[src/rtl/hero_write_rx.sv]
// hero_write_rx
//   Receives a beat stream qualified by in_clk_en and in_cycle_type. Every
//   VALID or DONE beat is tagged with its index inside the transaction and a
//   last flag, and is then buffered in a DEPTH-entry FIFO for the consumer.
//
// Ports
//   clk, rst_n           : clock, asynchronous active-low reset
//   in_cycle_type [1:0]  : 0=IDLE, 1=VALID, 2=DONE, 3=illegal
//   in_wdat [35:0]       : beat data
//   in_sub [4:0]         : opaque sideband, stored with the beat
//   in_clk_en            : beat qualifier; the cycle is ignored when 0
//   in_stall             : registered backpressure hint (occupancy >= DEPTH-2)
//   out_valid/out_ready  : output handshake
//   out_data/out_sub/out_last/out_beat_idx : head-of-FIFO beat
//   out_count            : FIFO occupancy, 0..DEPTH
//   err_overflow/err_proto/err_clr : sticky error flags and their clear
//   dbg_state            : current FSM state (0=IDLE, 1=IN_TXN)
//
// Handshake: a beat leaves the FIFO on a rising edge where out_valid and
// out_ready are both 1. out_valid never depends on out_ready, and the
// out_* fields hold steady while out_valid=1 and out_ready=0.
module hero_write_rx #(
   parameter int DEPTH     = 8,
   parameter int MAX_BEATS = 16
) (
   input  logic                     clk,
   input  logic                     rst_n,
   input  logic [1:0]               in_cycle_type,
   input  logic [35:0]              in_wdat,
   input  logic [4:0]               in_sub,
   input  logic                     in_clk_en,
   output logic                     in_stall,
   output logic                     out_valid,
   input  logic                     out_ready,
   output logic [35:0]              out_data,
   output logic [4:0]               out_sub,
   output logic                     out_last,
   output logic [7:0]               out_beat_idx,
   output logic [$clog2(DEPTH):0]   out_count,
   output logic                     err_overflow,
   output logic                     err_proto,
   input  logic                     err_clr,
   output logic                     dbg_state
);

   localparam int AW = $clog2(DEPTH);
   localparam int CW = AW + 1;
   localparam int EW = 1 + 8 + 5 + 36;

   localparam logic [1:0] CT_VALID = 2'd1;
   localparam logic [1:0] CT_DONE  = 2'd2;
   localparam logic [1:0] CT_ILL   = 2'd3;

   typedef enum logic {ST_IDLE = 1'b0, ST_IN_TXN = 1'b1} state_t;

   state_t            r_state;
   logic [7:0]        r_beat_cnt;
   logic [AW-1:0]     r_wr_ptr;
   logic [AW-1:0]     r_rd_ptr;
   logic [CW-1:0]     r_count;
   logic              r_stall;
   logic              r_err_ovf;
   logic              r_err_proto;
   logic [EW-1:0]     r_mem [DEPTH];

   logic              w_beat;
   logic              w_illegal;
   logic              w_full;
   logic              w_push;
   logic              w_pop;
   logic              w_last;
   logic [7:0]        w_idx;
   logic              w_trunc;
   state_t            w_state_nxt;
   logic [7:0]        w_cnt_nxt;
   logic [CW-1:0]     w_count_nxt;
   logic [EW-1:0]     w_head;

   assign w_beat    = in_clk_en && (in_cycle_type == CT_VALID || in_cycle_type == CT_DONE);
   assign w_illegal = in_clk_en && (in_cycle_type == CT_ILL);
   assign w_full    = (r_count == CW'(DEPTH));
   // Full is judged on the registered count only, so a pop in the same cycle
   // never makes room for a push (no path from out_ready to acceptance).
   assign w_push    = w_beat && !w_full;
   assign w_pop     = (r_count != '0) && out_ready;

   // Beat tagging and next-state logic. A dropped beat (FIFO full) still
   // advances the FSM and the beat counter.
   always_comb begin
      w_idx       = r_beat_cnt;
      w_last      = 1'b0;
      w_trunc     = 1'b0;
      w_state_nxt = r_state;
      w_cnt_nxt   = r_beat_cnt;
      if (w_beat) begin
         if (r_state == ST_IDLE) begin
            w_idx = 8'd0;
            if (in_cycle_type == CT_DONE) begin
               w_last = 1'b1;
            end else begin
               w_state_nxt = ST_IN_TXN;
               w_cnt_nxt   = 8'd1;
            end
         end else if (in_cycle_type == CT_DONE) begin
            w_last      = 1'b1;
            w_state_nxt = ST_IDLE;
            w_cnt_nxt   = 8'd0;
         end else if (r_beat_cnt == 8'(MAX_BEATS - 1)) begin
            // Transaction reached its length limit: close it here.
            w_last      = 1'b1;
            w_trunc     = 1'b1;
            w_state_nxt = ST_IDLE;
            w_cnt_nxt   = 8'd0;
         end else begin
            w_cnt_nxt = r_beat_cnt + 8'd1;
         end
      end
   end

   always_comb begin
      w_count_nxt = r_count;
      case ({w_push, w_pop})
         2'b10:   w_count_nxt = r_count + CW'(1);
         2'b01:   w_count_nxt = r_count - CW'(1);
         default: w_count_nxt = r_count;
      endcase
   end

   always_ff @(posedge clk or negedge rst_n) begin
      if (!rst_n) begin
         r_state     <= ST_IDLE;
         r_beat_cnt  <= 8'd0;
         r_wr_ptr    <= '0;
         r_rd_ptr    <= '0;
         r_count     <= '0;
         r_stall     <= 1'b0;
         r_err_ovf   <= 1'b0;
         r_err_proto <= 1'b0;
         for (int i = 0; i < DEPTH; i++) r_mem[i] <= '0;
      end else begin
         r_state    <= w_state_nxt;
         r_beat_cnt <= w_cnt_nxt;
         r_count    <= w_count_nxt;
         r_stall    <= (w_count_nxt >= CW'(DEPTH - 2));
         if (w_push) begin
            r_mem[r_wr_ptr] <= {w_last, w_idx, in_sub, in_wdat};
            r_wr_ptr        <= r_wr_ptr + AW'(1);
         end
         if (w_pop) r_rd_ptr <= r_rd_ptr + AW'(1);
         // Set beats clear when both happen in the same cycle.
         if (w_beat && w_full)       r_err_ovf <= 1'b1;
         else if (err_clr)           r_err_ovf <= 1'b0;
         if (w_trunc || w_illegal)   r_err_proto <= 1'b1;
         else if (err_clr)           r_err_proto <= 1'b0;
      end
   end

   assign w_head       = r_mem[r_rd_ptr];
   assign out_data     = w_head[35:0];
   assign out_sub      = w_head[40:36];
   assign out_beat_idx = w_head[48:41];
   assign out_last     = w_head[49];
   assign out_valid    = (r_count != '0);
   assign out_count    = r_count;
   assign in_stall     = r_stall;
   assign err_overflow = r_err_ovf;
   assign err_proto    = r_err_proto;
   assign dbg_state    = r_state;

endmodule
[config.mk]
export PLATFORM = sky130hd
export DESIGN_NAME = hero_write_rx
export DESIGN_NICKNAME = d
export VERILOG_FILES = /design/src/rtl/hero_write_rx.sv
export SDC_FILE = /design/constraint.sdc
export NUM_CORES = 1
export LEC_CHECK = 0
export BUFFER_PORTS_ARGS = -buffer_cell sky130_fd_sc_hd__buf_2
export CAP_MARGIN = 20
export CORE_ASPECT_RATIO = 0.9
export CORE_MARGIN = 10
export CORE_UTILIZATION = 30
export CTS_BUF_LIST = sky130_fd_sc_hd__clkbuf_8
export DETAILED_ROUTE_END_ITERATION = 8
export PLACE_DENSITY = 0.42
export SETUP_SLACK_MARGIN = 0.5
export SYNTH_ARGS = -nofsm -noshare
export SYNTH_HDL_FRONTEND = slang
export SYNTH_SLANG_ARGS = --single-unit
[constraint.sdc]
create_clock -name clk -period 3.44 [get_ports clk]
set_clock_uncertainty 0.1 [all_clocks]
set_input_delay 0.344 -clock clk [delete_from_list [all_inputs] [get_ports clk]]
set_output_delay 0.344 -clock clk [all_outputs]
set_load 0.01 [all_outputs]
==> metrics.txt <==
clock root buffer master=clkbuf_8; fin crit share=0.840; Pre-antenna DRT Iters=4; commonest register cell after synthesis=dfrtp_1; CTS Buffer Depth=3; Max Slew Vio Count=0; Setup crit start kind=flop; post-synth top area share=0.553; total design power=22.2 mW; Leakage=10.5 nW; register area share after synthesis=0.553; Final Util=0.372; I/O pins=107; Layout area overhead=22.4%; Warnings, synthesis=0; die area=74200 µm²; Syn Inst Count=1237; CTS tree=built; crit path cell chain=buf_12 > buf_12 > buf_16 > mux4_2 > mux2_4 > buf_6; vias in the first global route=12300; Setup TNS=0 ns; slowest cell on the critical path=dfrtp_4; Total GRT Usage=0.140; Worst Path Max Fanout=8; commonest non-fill, non-tap cells in the layout=dfrtp_1 (419), mux2_2 (351), mux4_2 (100), clkbuf_8 (100), nand2_1 (88); synth unique cells=43; worst path required time=3.00 ns; async set or reset register ratio after synthesis=1.00; H-Tree Depth=3; Mapped Area=19100 µm²; Post-route DRC=0; syn_nets=1294; pwr dens=948 nW/µm²; maxcap violations=0; syn avg cell area=15.4 µm²; drt via density=4.80; nets@finish=1517; CP peak stage delay=0.50 ns; fraction of layout cells with a size suffix above 1=0.506; CTS sink cnt=422; WL/cell=21.7 µm; Worst Tran Pin Value=0.990 ns; commonest non-fill, non-tap cell in the layout=dfrtp_1; remaining global-route overflow=0; drt initial violations=466; # port buffers=106; Core ar.=62800 µm²; status=finished clean; biggest area consumer among synthesized cells=dfrtp_1; Final Critical Period=2.89 ns; Max Fclk=0.346 GHz; flops & latches, synth=422; die span in y=259 µm; RePlAce Congestion=0.707; Initial Utilization=0.304; setup violators final=0; endpoints failing hold=0; Synth area leaders=dfrtp_1 (55%), mux2_2 (22%), mux4_2 (12%); first-pass GRT wire length=79600 µm; most used cell, CP=buf_12; worst path arrival time=2.45 ns; row count=87; CTS buffer count=80; final wirelength=51200 µm; Post-synth EDFFs=0; Rel. slew slack=0.340; peak supply drop=0.000450 V; dpl hpwl=28700 µm; kind of critical path=reg2out; final antenna-violating net count=0; RSZ-0062 raised after global routing=true; pin count of the biggest net entering global routing=101; Worst Hold Class=in2reg; Worst-path clk slew=0.06 ns; die width=286 µm; Clock Latency Late Sink=0.63 ns; vias=11300; worst hold slack=0.277 ns; initial antenna violation count=4; Crit. End Element=primary output
## layer usage
metal	vias up	global-route usage	share of wire
li1	5036	-	-
met1	6041	0.195	0.49
met2	186	0.217	0.45
met3	83	0.0331	0.040
met4	2	0.0365	0.020
met5	-	0	0.00014
## timing repair
item	CTS	global route
setup buffers	16	3
gates resized for setup	53	12
pin swaps	0	1
hold buffers	47	0
hold endpoints to repair	416	0
endpoints found under the setup margin	50	46
gates cloned	7	0
## report_power, final
group | internal, mW | switching, mW | leakage [nW]
Clock | 2.59 | 2.10 | 0.921
Sequential | 7.07 | 1.19 | 5.33
Combinational | 5.52 | 3.71 | 4.21
Total | 15.2 | 7.00 | 10.5
## synthesized netlist by cell type, drive strengths merged (2+ instances only)
cell type and n:
dfrtp 422, mux2 381, mux4 100, nand2 88, o21ai 78, buf 61, clkbuf 19, inv 10
nand4 9, nor2 9, ha 8, nand3 8, xnor2 6, a21oi 5, xor2 5, or4b 4
nand2b 3, nor2b 3, and2 2, mux2i 2, or3 2
## sequential cells by signal, summed over array words and instances (netlist names)
register      flops
out_count         4
err_overflow      1
err_proto         1
r_beat_cnt        8
r_rd_ptr          3
r_wr_ptr          3
dbg_state         1
in_stall          1
r_mem           400
## cell families after synthesis
| group | Yosys count | share of synthesized area |
|---|---|---|
| AOI/OAI and AO/OA | 90 | 0.0250 |
| adders and majority gates | 9 | 0.00629 |
| and+or+nand+nor | 132 | 0.0354 |
| muxes | 483 | 0.344 |
| xor gates and xnor gates | 11 | 0.00504 |
| buffers and inverters | 90 | 0.0317 |
| DFF | 422 | 0.553 |
## worst paths after layout
| check | slack [ns] | from | cells past startpoint | endpoint |
|---|---|---|---|---|
| max | 0.55 | r_rd_ptr[0] | 6 | out_data[21] |
| min | 0.28 | in_cycle_type[1] | 5 | err_proto |
| max reg2reg | 0.67 | out_count[2] | 9 | in_stall |
| min reg2reg | 0.38 | r_mem[243] | 2 | r_mem[243] |
| max in group asynchronous | 2.07 | rst_n | 3 | r_mem[72] |
| min in group asynchronous | 0.29 | rst_n | 2 | r_mem[190] |
## per-stage QoR
stage | instance area (µm²) | setup WS [ns] | instances
after floorplan | 19100 | 0.768 | 1237
after global placement | 20700 | 0.580 | 2150
after detailed placement | 20700 | 0.538 | 2150
after CTS | 23300 | 0.474 | 2359
after global routing | 23400 | 0.441 | 2364
final | 23400 | 0.551 | 2364
## cell type report
class / count / area (µm²)
Tap cell: 845 / 1060
Timing Repair Buffer: 221 / 2140
Multi-Input combinational cell: 725 / 8050
Clock inverter: 39 / 151
Clock buffer: 100 / 1380
Inverter: 10 / 37.5
Fill cell: 6037 / 39400
Antenna cell: 2 / 5.00
Sequential cell: 422 / 10600
## critical path: cells and delay by family, from the launching register on
family / cells / cell delay [ns]
muxes: 2 / 0.75
buffers and inverters: 4 / 0.55
DFF: 1 / 0.50
Power figures use the tool's default switching activity.
